### config.mk
export PLATFORM = sky130hd
export DESIGN_NAME = mux_nx1_pipe_flat
export DESIGN_NICKNAME = d
export VERILOG_FILES = /design/src/rtl/mux_nx1_pipe_if.sv /design/src/rtl/mux_nx1_pipe.sv /design/src/flat_wrapper.sv
export SDC_FILE = /design/constraint.sdc
export NUM_CORES = 1
export LEC_CHECK = 0
export ABC_AREA = 1
export CORE_AREA = 2 2 217 219
export CTS_CLUSTER_DIAMETER = 80
export DETAILED_ROUTE_END_ITERATION = 7
export DIE_AREA = 0 0 219 221
export PLACE_DENSITY = 0.49
export SLEW_MARGIN = 20
export SYNTH_ARGS = -nofsm -noshare
export SYNTH_HDL_FRONTEND = slang
export SYNTH_SLANG_ARGS = --single-unit
### constraint.sdc
create_clock -name clk -period 3.32 [get_ports clk]
set_clock_uncertainty 0.05 [all_clocks]
set_input_delay 0.83 -clock clk [delete_from_list [all_inputs] [get_ports clk]]
set_output_delay 0.83 -clock clk [all_outputs]
set_load 0.03 [all_outputs]
### src/rtl/mux_nx1_pipe_if.sv
// Handshake bundle for mux_nx1_pipe: upstream offer of {in_data, sel},
// downstream delivery of {out_data, out_sel, out_err}.
interface mux_nx1_pipe_if #(
    parameter int WIDTH  = 32,
    parameter int NUM_IN = 16,
    parameter int SEL_W  = 4
);
    logic [NUM_IN*WIDTH-1:0] in_data;
    logic [SEL_W-1:0]        sel;
    logic                    in_valid;
    logic                    in_ready;
    logic [WIDTH-1:0]        out_data;
    logic [SEL_W-1:0]        out_sel;
    logic                    out_err;
    logic                    out_valid;
    logic                    out_ready;

    modport master (
        output in_data, sel, in_valid, out_ready,
        input  in_ready, out_data, out_sel, out_err, out_valid
    );

    modport slave (
        input  in_data, sel, in_valid, out_ready,
        output in_ready, out_data, out_sel, out_err, out_valid
    );
endinterface

### src/rtl/mux_nx1_pipe.sv
// N-to-1 word selector with registered output and a two-entry skid buffer.
// Selection and range check happen at acceptance; outputs come from main.
module mux_nx1_pipe #(
    parameter int WIDTH  = 32,
    parameter int NUM_IN = 16,
    parameter int SEL_W  = 4
) (
    input logic          clk,
    input logic          reset,
    mux_nx1_pipe_if.slave bus
);
    typedef enum logic [1:0] {
        EMPTY = 2'd0,
        ONE   = 2'd1,
        FULL  = 2'd2
    } state_e;

    state_e state_q, state_d;

    logic [WIDTH-1:0] main_data_q, main_data_d;
    logic [SEL_W-1:0] main_sel_q, main_sel_d;
    logic             main_err_q, main_err_d;
    logic [WIDTH-1:0] skid_data_q, skid_data_d;
    logic [SEL_W-1:0] skid_sel_q, skid_sel_d;
    logic             skid_err_q, skid_err_d;

    logic             in_xfer;
    logic             out_xfer;
    logic [WIDTH-1:0] pick_data;
    logic             pick_err;

    // Out-of-range selects store zero so nothing stale leaks downstream.
    always_comb begin
        pick_data = '0;
        pick_err  = (int'(bus.sel) >= NUM_IN);
        for (int i = 0; i < NUM_IN; i++) begin
            if (bus.sel == SEL_W'(i)) begin
                pick_data = bus.in_data[i*WIDTH +: WIDTH];
            end
        end
    end

    assign bus.in_ready  = (state_q != FULL);
    assign bus.out_valid = (state_q != EMPTY);
    assign bus.out_data  = main_data_q;
    assign bus.out_sel   = main_sel_q;
    assign bus.out_err   = main_err_q;

    assign in_xfer  = bus.in_valid && bus.in_ready;
    assign out_xfer = bus.out_valid && bus.out_ready;

    always_comb begin
        state_d     = state_q;
        main_data_d = main_data_q;
        main_sel_d  = main_sel_q;
        main_err_d  = main_err_q;
        skid_data_d = skid_data_q;
        skid_sel_d  = skid_sel_q;
        skid_err_d  = skid_err_q;
        unique case (state_q)
            EMPTY: begin
                if (in_xfer) begin
                    main_data_d = pick_data;
                    main_sel_d  = bus.sel;
                    main_err_d  = pick_err;
                    state_d     = ONE;
                end
            end
            ONE: begin
                if (in_xfer && !out_xfer) begin
                    skid_data_d = pick_data;
                    skid_sel_d  = bus.sel;
                    skid_err_d  = pick_err;
                    state_d     = FULL;
                end else if (in_xfer && out_xfer) begin
                    main_data_d = pick_data;
                    main_sel_d  = bus.sel;
                    main_err_d  = pick_err;
                end else if (out_xfer) begin
                    state_d = EMPTY;
                end
            end
            FULL: begin
                if (out_xfer) begin
                    main_data_d = skid_data_q;
                    main_sel_d  = skid_sel_q;
                    main_err_d  = skid_err_q;
                    state_d     = ONE;
                end
            end
            default: state_d = EMPTY;
        endcase
    end

    always_ff @(posedge clk or posedge reset) begin
        if (reset) begin
            state_q     <= EMPTY;
            main_data_q <= '0;
            main_sel_q  <= '0;
            main_err_q  <= 1'b0;
            skid_data_q <= '0;
            skid_sel_q  <= '0;
            skid_err_q  <= 1'b0;
        end else begin
            state_q     <= state_d;
            main_data_q <= main_data_d;
            main_sel_q  <= main_sel_d;
            main_err_q  <= main_err_d;
            skid_data_q <= skid_data_d;
            skid_sel_q  <= skid_sel_d;
            skid_err_q  <= skid_err_d;
        end
    end
endmodule

### src/flat_wrapper.sv
// flat-port wrapper written by rule: the top's interface ports become plain ports
module mux_nx1_pipe_flat 
#(
    parameter int WIDTH  = 32,
    parameter int NUM_IN = 16,
    parameter int SEL_W  = 4
)
  (clk, reset, bus_in_data, bus_sel, bus_in_valid, bus_out_ready, bus_in_ready, bus_out_data, bus_out_sel, bus_out_err, bus_out_valid);
  mux_nx1_pipe_if #(.WIDTH(WIDTH), .NUM_IN(NUM_IN), .SEL_W(SEL_W)) bus_i ();
  input logic clk;
  input logic reset;
  input wire logic [$bits(bus_i.in_data)-1:0] bus_in_data;
  input wire logic [$bits(bus_i.sel)-1:0] bus_sel;
  input wire logic [$bits(bus_i.in_valid)-1:0] bus_in_valid;
  input wire logic [$bits(bus_i.out_ready)-1:0] bus_out_ready;
  output wire logic [$bits(bus_i.in_ready)-1:0] bus_in_ready;
  output wire logic [$bits(bus_i.out_data)-1:0] bus_out_data;
  output wire logic [$bits(bus_i.out_sel)-1:0] bus_out_sel;
  output wire logic [$bits(bus_i.out_err)-1:0] bus_out_err;
  output wire logic [$bits(bus_i.out_valid)-1:0] bus_out_valid;
  assign bus_i.in_data = bus_in_data;
  assign bus_i.sel = bus_sel;
  assign bus_i.in_valid = bus_in_valid;
  assign bus_i.out_ready = bus_out_ready;
  assign bus_in_ready = bus_i.in_ready;
  assign bus_out_data = bus_i.out_data;
  assign bus_out_sel = bus_i.out_sel;
  assign bus_out_err = bus_i.out_err;
  assign bus_out_valid = bus_i.out_valid;
  mux_nx1_pipe #(.WIDTH(WIDTH), .NUM_IN(NUM_IN), .SEL_W(SEL_W)) u_core (.clk(clk), .reset(reset), .bus(bus_i));
endmodule
=== After elaboration in Yosys (flattened, before gate mapping) ===
Cells that the tools add are included.

* Input port bits: 520
* Register bits after elaboration: 75
* Word-level logic and storage cells: 79
* Output and inout port bits: 39

* Mux-type cells: 37
* Equal/unequal tests: 24
* Reduce and logical (&&, ||, !) cells: 12

{| class="wikitable"
|+ Operator list
! cell !! number
|-
| two-way mux 32 bit || 20
|-
| one-hot mux 32 bit (3 select lines) || 1
|-
| == test 4 bit, second input constant || 8
|-
| == test 4 x 3 -> 1 bit, second input constant || 4
|-
| two-way mux 4 bit || 4
|-
| one-hot mux 4 bit (3 select lines) || 1
|-
| two-way mux 2 bit || 5
|-
| == test 4 x 2 -> 1 bit, second input constant || 2
|-
| != test 2 x 1 -> 1 bit, second input constant || 3
|-
| one-hot mux 2 bit (3 select lines) || 1
|-
| AND reduction 5 bit || 1
|-
| == test 4 x 1 -> 1 bit, second input constant || 1
|-
| logical AND 1 bit || 4
|-
| logical NOT 4 bit || 1
|-
| two-way mux 1 bit || 4
|-
| != test 2 bit, second input constant || 2
|-
| AND reduction 4 bit || 1
|-
| != test 3 x 1 -> 1 bit, second input constant || 1
|-
| != test 3 x 2 -> 1 bit, second input constant || 1
|-
| one-hot mux 1 bit (3 select lines) || 1
|-
| nonzero test 3 bit || 1
|-
| == test 2 x 1 -> 1 bit, second input constant || 1
|-
| == test 2 bit, second input constant || 1
|-
| logical NOT 2 bit || 1
|-
| 3 further kinds || 3
|}

=== Depth between registers and ports, before layout ===
Gate-level depths: netlist of the first run.

* Depth in word-level cells: 20
* Gate-level depth with buffers: 16
* Mapped depth without buffers: 15

=== Least setup slack after synthesis of the first run ===
OpenSTA, ideal clock, no wires.

* Path type: input port to flip-flop
* From: input bus_sel[0]
* To: register u_core.main_data_q[3] (netlist: u_core.bus.out_data[3])
* Arrival time: 2.049 ns
* Path slack: 1.104 ns
* Data required time: 3.153 ns
* Buffers on the path: 1
* Setup time: 0.117 ns
* Cell stages on the path: 10
* Cell sequence: inv_2 > nand2_1 > nor2_1 > inv_1 > clkbuf_1 > or2_2 > nand2_1 > nand3_1 > nand2_1 > nand2_1

* Longest elaborated chain between the ends: 20
* Elaborated cells on any way between the ends: 36
* Those cells by class: eq/ne: 15; mux: 20; reduce/logical: 1

{| class="wikitable"
|+ RTL lines
! what !! line !! text
|-
| start, declared || flat_wrapper.sv:13 || <nowiki>input wire logic [$bits(bus_i.sel)-1:0] bus_sel;</nowiki>
|-
| logical NOT 4 bit || mux_nx1_pipe.sv:37 || <nowiki>if (bus.sel == SEL_W'(i)) begin</nowiki>
|-
| two-way mux 32 bit (15 in a row) || mux_nx1_pipe.sv:37 ||
|-
| two-way mux 32 bit (*) || mux_nx1_pipe.sv:37 ||
|-
| two-way mux 32 bit || mux_nx1_pipe.sv:75 || <nowiki>end else if (in_xfer && out_xfer) begin</nowiki>
|-
| two-way mux 32 bit || mux_nx1_pipe.sv:70 || <nowiki>if (in_xfer && !out_xfer) begin</nowiki>
|-
| one-hot mux 32 bit (3 select lines) (*) || mux_nx1_pipe.sv:60 || <nowiki>unique case (state_q)</nowiki>
|-
| end signal, assigned || mux_nx1_pipe.sv:106 || <nowiki>main_data_q <= main_data_d;</nowiki>
|-
| end, declared || mux_nx1_pipe.sv:20 || <nowiki>logic [WIDTH-1:0] main_data_q, main_data_d;</nowiki>
|}

Every way passes the cells marked *; elsewhere a longest branch is shown, timed or not. The select of a mux whose other input is x is not followed.
A chain may end at the register's enable or synchronous reset.

=== Worst setup path after layout of the first run ===
* From: input bus_sel[3]
* To: register u_core.main_data_q[28] (netlist: u_core.bus.out_data[28])

Same word-level chain as after synthesis.

==> run summary, run 1 <==
critical path arrival: 3.31 ns
sum of buffers and inverters on the critical path: 6
power per cell area: 350 mW/mm2
cts hold-fix bufs: 0
adder-cell area share of the yosys netlist: 0%
initial core utilization: 16.5%
Final Hold Viols: 0
Seq cells post-synth: 74
Post-DP HPWL: 44800 um
largest net degree at the start of global routing: 60
Core ar.: 0.0461 mm2
Final Power: 5.27 mW
fillers: 5107
Clk pwr share: 18.8%
RSZ-0062 raised after global routing: yes
Post-Route WL: 54500 um
post-synthesis cell count: 1400
mapped cell area: 0.00759 mm2
register area share after synthesis: 24.4%
antenna violations before repair: 20
final cell count without fillers: 2621
Setup WS pre-CTS: -0.423 ns
Sink Count: 74
Max-Cap Viols: 0
share of power burned in registers: 28.9%
Num CTS Buffers: 9
Non-Filler Cell Area, Final: 0.0150 mm2
clk slew on worst S/H paths: 0.06 ns
WL/cell: 20.8 um
CP Cell Sequence: clkdlybuf4s50_1, inv_2, buf_4, nor2_1, inv_2, buf_4, nor2_4, inv_2, or2_1, nand2_1, nand4_1, nor2_1, nand4_1, nand2_1, nand2_1
Logic pwr share: 52.3%
# IOs: 559
Peak Freq: 318 MHz
final slew viol count: 0
GRT Util Overall: 21.8%
Syn Area/Cell: 5.42 um2
post-synthesis compound-gate area fraction: 6.77%
CP Launch Type: input port
Nets: 2512
Placer Congestion: 0.967
Die Ht: 221 um
# setup viols final: 0
Net Sw Frac: 39.1%
synth warn: 0
Post-DP Area: 0.0146 mm2
minimum clock period: 3.14 ns
highest fanout seen on the critical path: 11
vias per cell: 4.39
status: completed
routed vias: 11.5k
Leakage: 6.57 nW
post-synthesis mux area share: 0%
Placed Cells: 2583
Internal Power: 3.21 mW
critical path's slowest cell: clkdlybuf4s50_1
layout cells sized above 1: 8.82%
Synth cell types: 25
Post-Synth XOR/XNOR Area: 0%
GRT overflow: 0
worst-margin pin slew: 0.802 ns
worst setup slack after layout: 0.177 ns
Area Overhead vs Synth: 98.0%
simple-gate share of the synthesized area: 58.5%
P_sw: 2.06 mW
H-tree depth: 3
syn_nets: 1920
Largest stage delay, worst path: 0.52 ns
Port-buffer cells: 557
root buf cell: clkbuf_16
DRC Markers: 0
initial DRC count: 709
Hold Crit Class: reg -> reg
Die Area: 0.0484 mm2
Worst slew margin: 46.4%
maximum vdd drop: 207 uV
main combinational cell family by area after synthesis: simple AND/OR/NAND/NOR gates
first-pass GRT wire length: 77600 um
Hold Worst Slack: 0.430 ns
Crit Path Category: in -> reg
CTS tree: built
CP required: 3.49 ns
die width: 219 um
CP delay by family, top: simple AND/OR/NAND/NOR gates
final worst path period share: 94.7%
Pre-antenna DRT Iters: 6
clock latency at the later pin of the worst-skew pair: 0.33 ns
Worst Setup End Kind: register
vias in the first global route: 12.1k
Rows: 79
Antenna Nets Post-Route: 0
setup TNS: 0 ns
Max Root-Sink Buffers: 2
post-layout util: 32.6%
## registers in the layout, indices dropped and copies added, names as in the netlist
register	flops
u_core.bus.out_data	32
u_core.bus.out_sel	4
u_core.skid_data_q	32
u_core.skid_sel_q	4
u_core.state_q	2
## worst paths after layout
path | cells after the start | start | to | slack (ns)
worst max-delay path | 15 | bus_sel[3] | u_core.bus.out_data[28]$_DFFE_PP0P_ | 0.18
min in group asynchronous | 2 | reset | u_core.bus.out_data[20]$_DFFE_PP0P_ | 0.79
max in group asynchronous | 3 | reset | u_core.skid_data_q[23]$_DFFE_PP0P_ | 1.80
worst min-delay path | 2 | u_core.bus.out_data[0]$_DFFE_PP0P_ | u_core.bus.out_data[0]$_DFFE_PP0P_ | 0.43
worst min register to register | 2 | u_core.bus.out_data[0]$_DFFE_PP0P_ | u_core.bus.out_data[0]$_DFFE_PP0P_ | 0.43
worst max register to register | 8 | u_core.state_q[1]$_DFFE_PP0P_ | u_core.bus.out_data[16]$_DFFE_PP0P_ | 1.54
## cells in the mapped netlist, drive strengths merged
cell,count,area share [%]
a21oi,54,3.6
or2,59,4.9
inv,119,5.9
clkinv,1,0.049
o41ai,1,0.12
clkbuf,61,3.0
conb,1,0.049
buf,20,1.4
nand2,508,25
o21ai,17,1.1
nand4,79,6.5
o22ai,2,0.16
a31oi,22,1.8
nor2,219,11
nand3,163,11
dfrtp,74,24
## repair_timing
item / CTS / global route
gates cloned: 1 / 1
resized for setup: 3 / 10
pin swaps: 1 / 4
setup buffers: 0 / 3
setup endpoints to repair: 33 / 44
## cells in the final DEF, fill, tap and decap left out, types with 13 or more instances in the layout
cell             Yosys  routed
nor2_1             214     200
or2_1               13      13
buf_4                2      86
buf_12               0      15
nand4_1             79      79
a21oi_1             54      54
nand2_1            506     504
diode_2              0      18
dfrtp_1             74      74
nor2_4               3      15
clkdlybuf4s50_1      0     556
or2_0               27      27
a31oi_1             22      22
nand3_1            163     163
inv_1              109     107
or2_2               19      19
## per-layer routing
metal | track usage [%] | vias up | part of all wire (%)
li1 | - | 5676 | -
met1 | 24.7 | 5257 | 40
met2 | 39.1 | 484 | 50
met3 | 5.50 | 70 | 7.6
met4 | 7.89 | 8 | 2.8
met5 | 0 | - | 0.084
## worst reg2reg max path, stage by stage (launching register included)
cell and delay [ns]:
dfrtp_1 0.40, inv_1 0.08, nor2_1 0.06, buf_4 0.21, o22ai_4 0.37, buf_12 0.28
nor2_1 0.10, nand2_1 0.08, nand2_1 0.05
## power by group through the flow
stage	combinational, mW	sequential [mW]	clock [mW]
floorplan	0.870	1.84	0
global placement	2.75	1.53	0
detailed placement	2.76	1.54	0
CTS	2.78	1.53	1.02
global route	3.00	1.57	1.06
finish	2.75	1.52	0.991
## logic make-up (layout without fill, tap and decap cells)
| group | after synthesis | count (layout) |
|---|---|---|
| buf+inv | 201 | 795 |
| simple gates | 1028 | 1030 |
| other cells | 1 | 19 |
| compound gates | 96 | 96 |
| flops | 74 | 74 |
## area by class of cell
class / instances / area (um2) / share of cell area [%]
diodes: 18 / 45.0 / 0.300
clock buffers: 10 / 239 / 1.59
clock inverters: 5 / 55.1 / 0.366
inverters: 120 / 452 / 3.00
multi-input cells: 1127 / 5080 / 33.8
flip-flops and latches: 74 / 1850 / 12.3
well taps: 607 / 759 / 5.05
repair buffers: 660 / 6550 / 43.5
Note: power is estimated with default switching activity, not from simulation.
==> inputs of run 2 (changes only) <==
--- a/config.mk
+++ b/config.mk
@@ -15,3 +15,4 @@
 export SYNTH_ARGS = -nofsm -noshare
 export SYNTH_HDL_FRONTEND = slang
 export SYNTH_SLANG_ARGS = --single-unit
+export TNS_END_PERCENT = 50
==> constraint.sdc (replaced) <==
create_clock -name clk -period 3.52 [get_ports clk]
set_clock_uncertainty 0.05 [all_clocks]
set_input_delay 0.88 -clock clk [delete_from_list [all_inputs] [get_ports clk]]
set_output_delay 0.88 -clock clk [all_outputs]
set_load 0.03 [all_outputs]
==> run 2 against run 1 <==
Compared with the run above:
- die area is the same
- sequential share of layout area grew 0.30 points
- cell area is 2.4% lower
- via count down 0.31%
- critical path depth grew 2
- global-route usage down 0.60 points
- clock power shrank 4.7%
- core utilization fell by 0.77 points
- register-to-register slack better by 0.12 ns
- clock-buffer cell count grew 1
- power is 6.2% lower
- largest cell class unchanged
- largest power group unchanged
==> run summary, run 2 (synthesis gave the netlist of run 1 again) <==
status: completed
CP Cell Sequence: clkdlybuf4s50_1, inv_2, buf_4, nand2_1, nor2_4, inv_2, nand2_1, inv_1, nand4_1, nand2_1, nand3_1, nand2_1, nand4_1, nand2_1, nand4_1, nand2_1, nand2_1
reg2reg path depth: 8
CP Launch Type: input port
commonest non-fill, non-tap cells in the layout: clkdlybuf4s50_1 (556), nand2_1 (506), nor2_1 (202)
CP required: 3.70 ns
Sink Count: 74
worst hold path endpoint: u_core.bus.out_data[18]$_DFFE_PP0P_
GRT overflow: 0
largest net degree at the start of global routing: 60
Core ar.: 0.0461 mm2
routed vias: 11.5k
Hold Worst Slack: 0.433 ns
Worst Setup End Kind: register
worst-margin pin slew: 0.924 ns
# IOs: 559
Leakage: 6.38 nW
vias per cell: 4.46
GRT Util Overall: 21.2%
Antenna Nets Post-Route: 0
die width: 219 um
Worst slew margin: 38.2%
cts hold-fix bufs: 0
CTS tree: built
first-pass GRT wire length: 76100 um
initial core utilization: 16.5%
Post-Route WL: 53500 um
critical path arrival: 3.47 ns
DRC Markers: 0
crit-path most repeated cell: nand2_1
Area Overhead vs Synth: 93.3%
Rows: 79
worst flop-to-flop path startpoint: u_core.state_q[1]$_DFFE_PP0P_
Placer Congestion: 0.967
critical path's slowest cell: clkdlybuf4s50_1
Max Root-Sink Buffers: 2
Setup WS pre-CTS: -0.421 ns
Peak Freq: 304 MHz
Num CTS Buffers: 9
Port-buffer cells: 557
WL/cell: 20.8 um
setup TNS: 0 ns
vias in the first global route: 11.7k
reg2reg end: u_core.bus.out_data[18]$_DFFE_PP0P_
worst setup slack after layout: 0.225 ns
Crit Path Category: in -> reg
Nets: 2474
final slew viol count: 0
r2r setup slk: 1.66 ns
Pre-antenna DRT Iters: 5
# setup viols final: 0
Largest stage delay, worst path: 0.54 ns
Die Area: 0.0484 mm2
Die Ht: 221 um
HP Start: u_core.bus.out_data[18]$_DFFE_PP0P_
minimum clock period: 3.29 ns
Placed Cells: 2549
hold path depth: 2
most common library cell in the layout ignoring fill and taps: clkdlybuf4s50_1
Final Power: 4.94 mW
highest fanout seen on the critical path: 18
Post-DP HPWL: 44300 um
clock latency at the later pin of the worst-skew pair: 0.34 ns
Final Hold Viols: 0
H-tree depth: 3
final cell count without fillers: 2568
RSZ-0062 raised after global routing: no
clk slew on worst S/H paths: 0.06 ns
maximum vdd drop: 188 uV
root buf cell: clkbuf_16
initial DRC count: 819
Max-Cap Viols: 0
Hold Crit Class: reg -> reg
antenna violations before repair: 5
final worst path period share: 93.6%
power per cell area: 336 mW/mm2
layout cells sized above 1: 6.84%
run 2: changes by cell type in the layout (fill, tap and decap cells not counted), sizes merged:
cell,before,now
buf,103,66
clkbuf,10,11
clkinv,3,5
clkinvlp,2,0
diode,18,2
nor2,221,220
run 2: per-layer routing:
metal	wire length (um)	GRT usage (%)	vias to the layer above
li1	-	-	5583
met1	21600	25.1	5309
met2	26900	38.9	505
met3	4100	5.06	58
met4	881	3.60	4
met5	27	0	-
run 2: power breakdown:
part	internal [mW]	leakage (nW)	switching, mW
Clock	0.567	0.149	0.378
Sequential	1.22	0.894	0.206
Combinational	1.22	5.34	1.34
Total	3.01	6.38	1.93
run 2: what timing repair did:
item / CTS / global route
endpoints found under the setup margin: 18 / 8
setup buffers: 0 / 0
pin swaps: 1 / 0
gates resized for setup: 2 / 2
cloned: 1 / 0
run 2: area by class of cell:
class	instances	area [um2]
inverters	120	452
repair buffers	623	6260
clock buffers	11	243
diodes	2	5.00
flip-flops and latches	74	1850
fillers	5138	31400
clock inverters	5	53.8
multi-input cells	1126	5050
well taps	607	759
run 2: through the flow:
stage | util [%] | instance area, um2
6_report | 31.9 | 14700
5_1_grt | 31.9 | 14700
4_1_cts | 31.8 | 14700
3_5_place_dp | 31.2 | 14400
3_3_place_gp | 31.2 | 14400
2_1_floorplan | - | 7590
run 2: how the worst max path moves through the flow:
stage	from	end	slack (ns)	depth (start not counted)
final	bus_sel[0]	u_core.bus.out_data[25]$_DFFE_PP0P_	0.23	17
after CTS	bus_sel[2]	u_core.bus.out_data[6]$_DFFE_PP0P_	0.02	17
after global routing	bus_sel[3]	u_core.bus.out_data[6]$_DFFE_PP0P_	0.02	18
after global placement	bus_sel[2]	u_core.bus.out_data[26]$_DFFE_PP0P_	-0.49	14
after detailed placement	bus_sel[2]	u_core.bus.out_data[6]$_DFFE_PP0P_	-0.42	16
after floorplan	reset	u_core.bus.out_data[0]$_DFFE_PP0P_	0.71	1
run 2: critical path, delay by kind of cell:
kind	cells	cell delay, ns
buf+inv	5	1.12
simple gates	12	1.45
==> inputs of run 3 (changes only) <==
--- a/config.mk
+++ b/config.mk
@@ -10,8 +10,9 @@
 export CTS_CLUSTER_DIAMETER = 80
 export DETAILED_ROUTE_END_ITERATION = 7
 export DIE_AREA = 0 0 219 221
+export GPL_TIMING_DRIVEN = 0
 export PLACE_DENSITY = 0.49
-export SLEW_MARGIN = 20
+export SLEW_MARGIN = 25
 export SYNTH_ARGS = -nofsm -noshare
 export SYNTH_HDL_FRONTEND = slang
 export SYNTH_SLANG_ARGS = --single-unit
==> run 3 against run 2 <==
Compared with the run above:
- critical path depth is 12 lower
- global-route usage grew 1.1 points
- sequential share of layout area grew 0.26 points
- combinational power about the same
- power increased by 1.0%
- first-iteration DRC count is 15% lower
- core utilization shrank 0.64 points
- register-to-register slack got worse by 0.58 ns
- final cell count rose by 1.2%
- die area did not move
- critical endpoint is now bus_in_ready
- largest cell class unchanged
- largest power group unchanged
==> run summary, run 3 (synthesis gave the netlist of run 1 again) <==
status: completed
Worst slew margin: 45.0%
worst-margin pin slew: 0.825 ns
cts hold-fix bufs: 0
CTS tree: built
Final Power: 4.99 mW
Pre-antenna DRT Iters: 6
Max Root-Sink Buffers: 2
CP Launch Type: register
Hold Worst Slack: 0.427 ns
Sink Count: 74
HP Start: u_core.bus.out_data[5]$_DFFE_PP0P_
Area Overhead vs Synth: 89.4%
reg2reg path depth: 6
GRT Util Overall: 22.3%
root buf cell: clkbuf_16
vias per cell: 4.46
CP delay by family, top: buffers and inverters
DRC Markers: 0
minimum clock period: 3.25 ns
Placer Congestion: 0.981
largest net degree at the start of global routing: 46
vias in the first global route: 11.8k
H-tree depth: 3
Max-Cap Viols: 0
final worst path period share: 92.3%
Largest stage delay, worst path: 0.68 ns
routed vias: 11.6k
post-layout util: 31.2%
Post-DP HPWL: 48200 um
r2r setup slk: 1.08 ns
most common library cell in the layout ignoring fill and taps: clkdlybuf4s50_1
Die Ht: 221 um
CP Cell Sequence: inv_1, nor2_2, clkinv_1, clkbuf_1, clkdlybuf4s50_1
layout cells sized above 1: 4.86%
Antenna Nets Post-Route: 0
first-pass GRT wire length: 78200 um
Rows: 79
RSZ-0062 raised after global routing: no
maximum vdd drop: 223 uV
Num CTS Buffers: 9
final slew viol count: 0
Port-buffer cells: 557
die width: 219 um
initial core utilization: 16.5%
antenna violations before repair: 21
Die Area: 0.0484 mm2
Crit Path Category: reg -> out
GRT overflow: 0
WL/cell: 21.5 um
initial DRC count: 693
Levels on crit path: 5
Leakage: 6.25 nW
power per cell area: 347 mW/mm2
clock latency at the later pin of the worst-skew pair: 0.33 ns
Peak Freq: 308 MHz
CP required: 2.59 ns
highest fanout seen on the critical path: 10
# IOs: 559
worst flop-to-flop path startpoint: u_core.state_q[1]$_DFFE_PP0P_
Final Hold Viols: 0
Post-Route WL: 55900 um
commonest non-fill, non-tap cells in the layout: clkdlybuf4s50_1 (553), nand2_1 (506), nor2_1 (209)
hold path depth: 2
Worst Setup End Kind: primary output
worst hold path endpoint: u_core.bus.out_data[5]$_DFFE_PP0P_
# setup viols final: 0
reg2reg end: u_core.skid_data_q[25]$_DFFE_PP0P_
Hold Crit Class: reg -> reg
Nets: 2492
sum of buffers and inverters on the critical path: 4
critical path's slowest cell: clkdlybuf4s50_1
Core ar.: 0.0461 mm2
clk slew on worst S/H paths: 0.06 ns
critical path arrival: 2.32 ns
==> run 3: changes by cell type in the layout (fill, tap and decap cells not counted), sizes merged <==
cell / change
nor2: -1
dlymetal6s2s: +1
clkbuf: +64
diode: +14
buf: -43
inv: +1
clkinv: -3
bufinv: +1
clkdlybuf4s50: -3
==> run 3: metal layers <==
metal	wire length (um)	track usage, %
met5	12	0
met4	2140	9.87
met3	5110	6.34
met2	26200	37.6
met1	22500	26.0
==> run 3: cell type report <==
cell class	count	area (um2)
timing repair buffer	561	5610
tap	607	759
fill	5147	31700
clock inverter	4	73.8
clock buffer	11	253
inverter	120	453
buffer	81	358
antenna	16	40.0
sequential	74	1850
multi-input combinational	1125	4980
==> run 3: worst reg2reg max path, delay by kind of cell (launching register included) <==
| kind | cells | cell delay, ns |
|---|---|---|
| buffers and inverters | 4 | 1.36 |
| flip-flops | 1 | 0.40 |
| AO/OA/AOI/OAI | 1 | 0.18 |
| AND/OR/NAND/NOR | 1 | 0.31 |
==> run 3: worst max path at each step <==
stage	startpoint	to	slack [ns]
after CTS	bus_sel[0]	u_core.bus.out_data[26]$_DFFE_PP0P_	-0.07
after global routing	u_core.state_q[1]$_DFFE_PP0P_	bus_in_ready	0.07
after detailed placement	bus_sel[3]	u_core.bus.out_data[26]$_DFFE_PP0P_	-0.89
final	u_core.state_q[1]$_DFFE_PP0P_	bus_in_ready	0.27
after floorplan	reset	u_core.bus.out_data[0]$_DFFE_PP0P_	0.71
after global placement	bus_sel[3]	u_core.bus.out_data[26]$_DFFE_PP0P_	-0.86
==> run 3: timing repair <==
item	in CTS	in global routing
pin swaps	1	4
endpoints found under the setup margin	47	29
buffers inserted	0	3
resized for setup	21	13
==> run 3: report_power, final <==
part           leakage [nW]  total (mW)  switching [mW]  internal, mW
Combinational          5.19        2.55            1.38          1.17
Clock                 0.162        1.02           0.365         0.657
Sequential            0.894        1.42           0.194          1.22
Total                  6.25        4.99            1.94          3.05
==> run 3: per-stage QoR <==
step | instance area (um2) | cells | setup slack, ns | setup TNS, ns
after floorplan | 7590 | 1400 | 0.708 | 0
after global placement | 13900 | 2564 | -0.863 | -91.85
after detailed placement | 14000 | 2565 | -0.887 | -30.85
after CTS | 14300 | 2580 | -0.0686 | -0.0686
after global routing | 14400 | 2599 | 0.0745 | 0
final | 14400 | 2599 | 0.272 | 0
